File: src/rtl/eigen_scheduler.sv
// eigen_scheduler: round-robin sharing of one fixed-latency 2x2 eigen core among N_REQ requesters,
// with a tag delay line and a credit-limited FWFT result FIFO. Option macro: EIGEN_SCHED_LAT_CHECK_EN.
module eigen_scheduler #(
  parameter int N_REQ      = 4,
  parameter int DIN_WIDTH  = 16,
  parameter int DOUT_WIDTH = 16,
  parameter int CORE_LAT   = 14,
  parameter int FIFO_DEPTH = 32,
  localparam int TAG_W     = (N_REQ > 1) ? $clog2(N_REQ) : 1
) (
  input  logic                       clk_i,
  input  logic                       rst_n_i,
  input  logic [N_REQ*DIN_WIDTH-1:0] req_r11_i,
  input  logic [N_REQ*DIN_WIDTH-1:0] req_r22_i,
  input  logic [N_REQ*DIN_WIDTH-1:0] req_r12_i,
  input  logic [N_REQ-1:0]           req_valid_i,
  output logic [N_REQ-1:0]           req_ready_o,
  output logic [DIN_WIDTH-1:0]       core_r11_o,
  output logic [DIN_WIDTH-1:0]       core_r22_o,
  output logic [DIN_WIDTH-1:0]       core_r12_o,
  output logic                       core_valid_o,
  input  logic [DOUT_WIDTH-1:0]      core_lamb1_i,
  input  logic [DOUT_WIDTH-1:0]      core_lamb2_i,
  input  logic [DOUT_WIDTH-1:0]      core_eig1_y_i,
  input  logic [DOUT_WIDTH-1:0]      core_eig2_y_i,
  input  logic [DOUT_WIDTH-1:0]      core_eig_x_i,
  input  logic                       core_dout_valid_i,
  output logic [DOUT_WIDTH-1:0]      dout_lamb1_o,
  output logic [DOUT_WIDTH-1:0]      dout_lamb2_o,
  output logic [DOUT_WIDTH-1:0]      dout_eig1_y_o,
  output logic [DOUT_WIDTH-1:0]      dout_eig2_y_o,
  output logic [DOUT_WIDTH-1:0]      dout_eig_x_o,
  output logic [TAG_W-1:0]           dout_tag_o,
  output logic                       dout_valid_o,
  input  logic                       dout_ready_i,
`ifdef EIGEN_SCHED_LAT_CHECK_EN
  output logic                       lat_err_o,
`endif
  output logic                       busy_o
);

  localparam int AW    = $clog2(FIFO_DEPTH);
  localparam int CNT_W = $clog2(FIFO_DEPTH) + 1;
  localparam int ENT_W = 5 * DOUT_WIDTH + TAG_W;

  logic [TAG_W-1:0]     ptr_q, win, idx;
  int                   idx_int;
  logic                 found, issue_ok, transfer, push, pop, fifo_empty;
  logic [N_REQ-1:0]     gnt;
  logic [CNT_W-1:0]     cnt_q, cnt_d;
  logic [DIN_WIDTH-1:0] sel_r11, sel_r22, sel_r12;
  logic [DIN_WIDTH-1:0] core_r11_q, core_r22_q, core_r12_q;
  logic                 core_valid_q;
  logic [TAG_W-1:0]     core_tag_q;
  logic [TAG_W:0]       line_q [CORE_LAT];
  logic [ENT_W-1:0]     mem_q [FIFO_DEPTH];
  logic [AW:0]          wr_q, rd_q;
  logic [ENT_W-1:0]     head;

  // Credit counts everything issued but not yet popped, so the FIFO can never overflow.
  assign issue_ok = (cnt_q < CNT_W'(FIFO_DEPTH));
  assign transfer = found & issue_ok;
  assign push     = line_q[CORE_LAT-1][TAG_W];
  assign fifo_empty = (wr_q == rd_q);
  assign pop      = ~fifo_empty & dout_ready_i;

  always_comb begin
    found   = 1'b0;
    win     = ptr_q;
    idx     = ptr_q;
    idx_int = 0;
    for (int k = 1; k <= N_REQ; k++) begin
      idx_int = (int'(ptr_q) + k) % N_REQ;
      idx     = TAG_W'(idx_int);
      if (!found && req_valid_i[idx]) begin
        found = 1'b1;
        win   = idx;
      end
    end
  end

  always_comb begin
    gnt     = '0;
    sel_r11 = '0;
    sel_r22 = '0;
    sel_r12 = '0;
    for (int i = 0; i < N_REQ; i++) begin
      if (TAG_W'(i) == win) begin
        gnt[i]  = transfer;
        sel_r11 = req_r11_i[i*DIN_WIDTH +: DIN_WIDTH];
        sel_r22 = req_r22_i[i*DIN_WIDTH +: DIN_WIDTH];
        sel_r12 = req_r12_i[i*DIN_WIDTH +: DIN_WIDTH];
      end
    end
  end

  always_comb begin
    cnt_d = cnt_q;
    if (transfer && !pop)      cnt_d = cnt_q + 1'b1;
    else if (!transfer && pop) cnt_d = cnt_q - 1'b1;
  end

  always_ff @(posedge clk_i or negedge rst_n_i) begin
    if (!rst_n_i) begin
      ptr_q        <= TAG_W'(N_REQ - 1);
      cnt_q        <= '0;
      core_valid_q <= 1'b0;
      core_r11_q   <= '0;
      core_r22_q   <= '0;
      core_r12_q   <= '0;
      core_tag_q   <= '0;
      for (int s = 0; s < CORE_LAT; s++) line_q[s] <= '0;
      wr_q         <= '0;
      rd_q         <= '0;
    end else begin
      cnt_q        <= cnt_d;
      core_valid_q <= transfer;
      if (transfer) begin
        ptr_q      <= win;
        core_r11_q <= sel_r11;
        core_r22_q <= sel_r22;
        core_r12_q <= sel_r12;
        core_tag_q <= win;
      end
      // Tag line head lines up with the core's result strobe; it alone decides the push.
      line_q[0] <= {core_valid_q, core_tag_q};
      for (int s = 1; s < CORE_LAT; s++) line_q[s] <= line_q[s-1];
      if (push) wr_q <= wr_q + 1'b1;
      if (pop)  rd_q <= rd_q + 1'b1;
    end
  end

  always_ff @(posedge clk_i) begin
    if (push)
      mem_q[wr_q[AW-1:0]] <= {core_lamb1_i, core_lamb2_i, core_eig1_y_i, core_eig2_y_i,
                              core_eig_x_i, line_q[CORE_LAT-1][TAG_W-1:0]};
  end

  assign head          = fifo_empty ? '0 : mem_q[rd_q[AW-1:0]];
  assign dout_tag_o    = head[TAG_W-1:0];
  assign dout_eig_x_o  = head[TAG_W +: DOUT_WIDTH];
  assign dout_eig2_y_o = head[TAG_W+DOUT_WIDTH +: DOUT_WIDTH];
  assign dout_eig1_y_o = head[TAG_W+2*DOUT_WIDTH +: DOUT_WIDTH];
  assign dout_lamb2_o  = head[TAG_W+3*DOUT_WIDTH +: DOUT_WIDTH];
  assign dout_lamb1_o  = head[TAG_W+4*DOUT_WIDTH +: DOUT_WIDTH];
  assign dout_valid_o  = ~fifo_empty;
  assign req_ready_o   = gnt;
  assign core_valid_o  = core_valid_q;
  assign core_r11_o    = core_r11_q;
  assign core_r22_o    = core_r22_q;
  assign core_r12_o    = core_r12_q;
  assign busy_o        = (cnt_q != '0);

`ifdef EIGEN_SCHED_LAT_CHECK_EN
  logic lat_err_q;
  always_ff @(posedge clk_i or negedge rst_n_i) begin
    if (!rst_n_i) lat_err_q <= 1'b0;
    else if (core_dout_valid_i != push) lat_err_q <= 1'b1;
  end
  assign lat_err_o = lat_err_q;
`else
  logic unused_core_dout_valid;
  assign unused_core_dout_valid = core_dout_valid_i;
`endif

endmodule

File: config.mk
export PLATFORM = sky130hd
export DESIGN_NAME = eigen_scheduler
export DESIGN_NICKNAME = d
export VERILOG_FILES = /design/src/rtl/eigen_scheduler.sv
export SDC_FILE = /design/constraint.sdc
export NUM_CORES = 2
export LEC_CHECK = 0
export ABC_AREA = 1
export BUFFER_PORTS_ARGS = -buffer_cell sky130_fd_sc_hd__buf_2
export CAP_MARGIN = 10
export CORE_ASPECT_RATIO = 0.5
export CORE_MARGIN = 4
export CORE_UTILIZATION = 55
export DETAILED_ROUTE_END_ITERATION = 10
export PLACE_DENSITY = 0.7
export SLEW_MARGIN = 20
export SYNTH_ARGS = -nofsm -noshare
export SYNTH_HDL_FRONTEND = slang
export SYNTH_SLANG_ARGS = --single-unit
File: constraint.sdc
create_clock -name clk_i -period 13.6 [get_ports clk_i]
set_input_delay 2.72 -clock clk_i [delete_from_list [all_inputs] [get_ports clk_i]]
set_output_delay 2.72 -clock clk_i [all_outputs]
set_load 0.03 [all_outputs]
==> results.toml <==
[place]
dp.cells = 10800
pre_cts_ws_ps = 5230
gp_congestion = 0.865
place_hpwl_um = 143000
placed_area_um2 = 112000
numPortBuffers = 415

[worst_setup_path]
worstPathMaxFanout = 171
slowest_delay_ps = 920
startpoint_type = "flip-flop"
endpoint_kind = "output pin"
arrival_ps = 6040
critical_path_required_ps = 10880
crit_type = "reg -> out"
slowest_stage = "buf_4"
rr_worst_depth = 21
path_cells = "inv_8 -> buf_4 -> buf_12 -> o21ai_0 -> o22ai_1 -> nor2_1 -> o21ai_0 -> a211oi_1 -> nor2_1 -> buf_2"

[sta]
timing.hold.ws_ps = 342
tns_ps = 0
setup_viol = 0
period_minus_slack_ps = 8760
fmax_mhz = 114
worst_slew_pin_slew_ps = 1300
slew_headroom_pct = 13.1
clock_skew_ps = 66.2
hold_viol = 0
rsz0062_at_grt = "false"
min_period_over_period_pct = 64.4
setup_ws_ps = 4840
finalMaxSlewViolations = 0

[route]
wl_um = 298000
drc = 0
via_count = 71000
wire_per_inst_um = 26.6
dr.first_iter.drc_count = 9423
via_per_inst = 6.33
drt_pass1_iterations = 6
ant_nets = 0

[min_path]
worst_hold_path_type = "reg -> reg"
hold_path_depth = 0

[final_layout]
layout-drive-gt1-share_pct = 10.9
postLayoutCoreUtil_pct = 61.5
ff_latch_area_um2 = 81600
fillerInstances = 14500
area_growth_pct = 10.8
nets = 8693
layout.cells.non_filler = 11200
postLayoutCellArea_um2 = 119000
multi_input_area_um2 = 23400

[cts]
cts_buffers = 234
cts_root_buf = "clkbuf_16"
clkTransAtPathRegs_ps = 70
insertion_delay_ps = 890
post_cts_resized = 0
post-cts-setup-buffers = 0
cts_tree = "yes"
clock_path_buffers = 4
h-tree-depth = 4
clock_sinks = 2737
holdBufCountCts = 0

[yosys]
ys_top_cells_by_area = "edfxtp_1, o21ai_0, nor2_1"
synth_top_area_share_pct = 73.1
synth_warnings = 0
ys_seq_area_share_pct = 75.8
synth_top_area_cell = "edfxtp_1"
ys_ff_latch = 2737
synth.most_common_cell = "edfxtp_1"
synth_common_cells = "edfxtp_1, nor2_1, o21ai_0"
netlist_area_um2 = 108000
synth_nets = 8522
synth-edff-count = 2624
netlist_instances = 8231
synth_flop_cell = "edfxtp_1"
syn_avg_cell_area_um2 = 13.1
async_reset_ff_share_pct = 4.13
ys_types = 46

[die]
dieWidth_um = 634
die-area_um2 = 203000
core_um2 = 194000
rows = 114
io_pins = 417
die_h_um = 321
initial_core_util_pct = 55.5

[run]
drv_cap = 0

[grt]
overflow = 0
grt_use_total_pct = 28.6
grt_pass1_vias = 66600
grt_max_degree = 250
grt_pass1_wl_um = 432000
antenna_found_initial = 40

[power_and_ir_drop]
p_total_mw = 27.3
p_leak_nw = 39.2
p_per_area_nw_per_um2 = 229
max-vdd-ir-drop_mv = 0.367

[outcome]
status = "finished clean"
per-layer routing:
layer / share of wire, % / global-route usage (%) / wire length, um
met5: 0.0087 / 0 / 26
met4: 3.2 / 9.21 / 9580
met1: 39 / 41.0 / 116000
met2: 46 / 44.9 / 138000
met3: 11 / 5.00 / 34000
logic make-up (layout without fill, tap and decap cells):
kind of cell | after synthesis | count (layout) | share of synthesized area (%)
xor+xnor | 11 | 11 | 0.0894
compound gates | 2362 | 2362 | 12.4
other cells | 0 | 12 | 0
simple gates | 2412 | 2412 | 8.86
fa+ha+maj | 11 | 11 | 0.135
flops | 2737 | 2737 | 75.8
buf+inv | 698 | 1053 | 2.75
where the power goes:
group          internal [mW]  total, mW  leakage, nW  switching (mW)
Sequential              10.1       10.4         25.0           0.323
Clock                   3.62       6.58         3.60            2.97
Combinational           2.67       10.4         10.6            7.69
critical path, delay by kind of cell, from the launching register on:
family | cells | cell delay (ps)
buffers and inverters | 4 | 2670
AOI/OAI and AO/OA | 4 | 860
DFF | 1 | 780
and+or+nand+nor | 2 | 500
cell type report:
cell class / instances / area share (%)
clock buffer: 275 / 5.09
inverter: 100 / 0.355
tap: 2610 / 2.74
clock inverter: 145 / 1.10
multi-input combinational: 4796 / 19.6
sequential: 2737 / 68.4
timing repair buffer: 533 / 2.67
antenna: 12 / 0.0252
state kept, by name, summed over array words and instances (netlist names):
register	flops
cnt_q	6
core_r11_o	16
core_r12_o	16
core_r22_o	16
core_tag_q	2
core_valid_o	1
line_q	42
mem_q	2624
ptr_q	2
rd_q	6
wr_q	6
cell usage in the layout, fill, tap and decap left out, drive strengths merged, types with 2 or more instances in the layout:
| cell | instances |
|---|---|
| ha | 10 |
| clkbuf | 275 |
| o221ai | 158 |
| edfxtp | 2624 |
| o21bai | 3 |
| buf | 533 |
| diode | 12 |
| o211a | 6 |
| nor2 | 1544 |
| dfstp | 2 |
| xnor2 | 3 |
| nand4 | 31 |
| bufinv | 23 |
| xor2 | 8 |
| o21ai | 1501 |
| inv | 102 |
| and3 | 8 |
| nand3b | 3 |
| o22ai | 458 |
| nand2 | 581 |
| clkinv | 105 |
| nand3 | 223 |
| clkinvlp | 15 |
| a31oi | 57 |
| dfrtp | 111 |
| or2 | 7 |
| o211ai | 86 |
| a21oi | 77 |
| o21a | 10 |
| a211oi | 5 |
| nor3 | 14 |
path summary, 6_finish.rpt:
path | end | slack (ps) | startpoint
worst max register to register | cnt_q[5] | 8730 | rd_q[2]
max in group asynchronous | core_r11_o[11] | 10490 | rst_n_i
worst max-delay path | dout_eig_x_o[7] | 4840 | rd_q[1]
worst min-delay path | line_q[23] | 340 | line_q[26]
worst min register to register | line_q[23] | 340 | line_q[26]
min in group asynchronous | line_q[1] | 1900 | rst_n_i
Note: power is estimated with default switching activity, not from simulation.
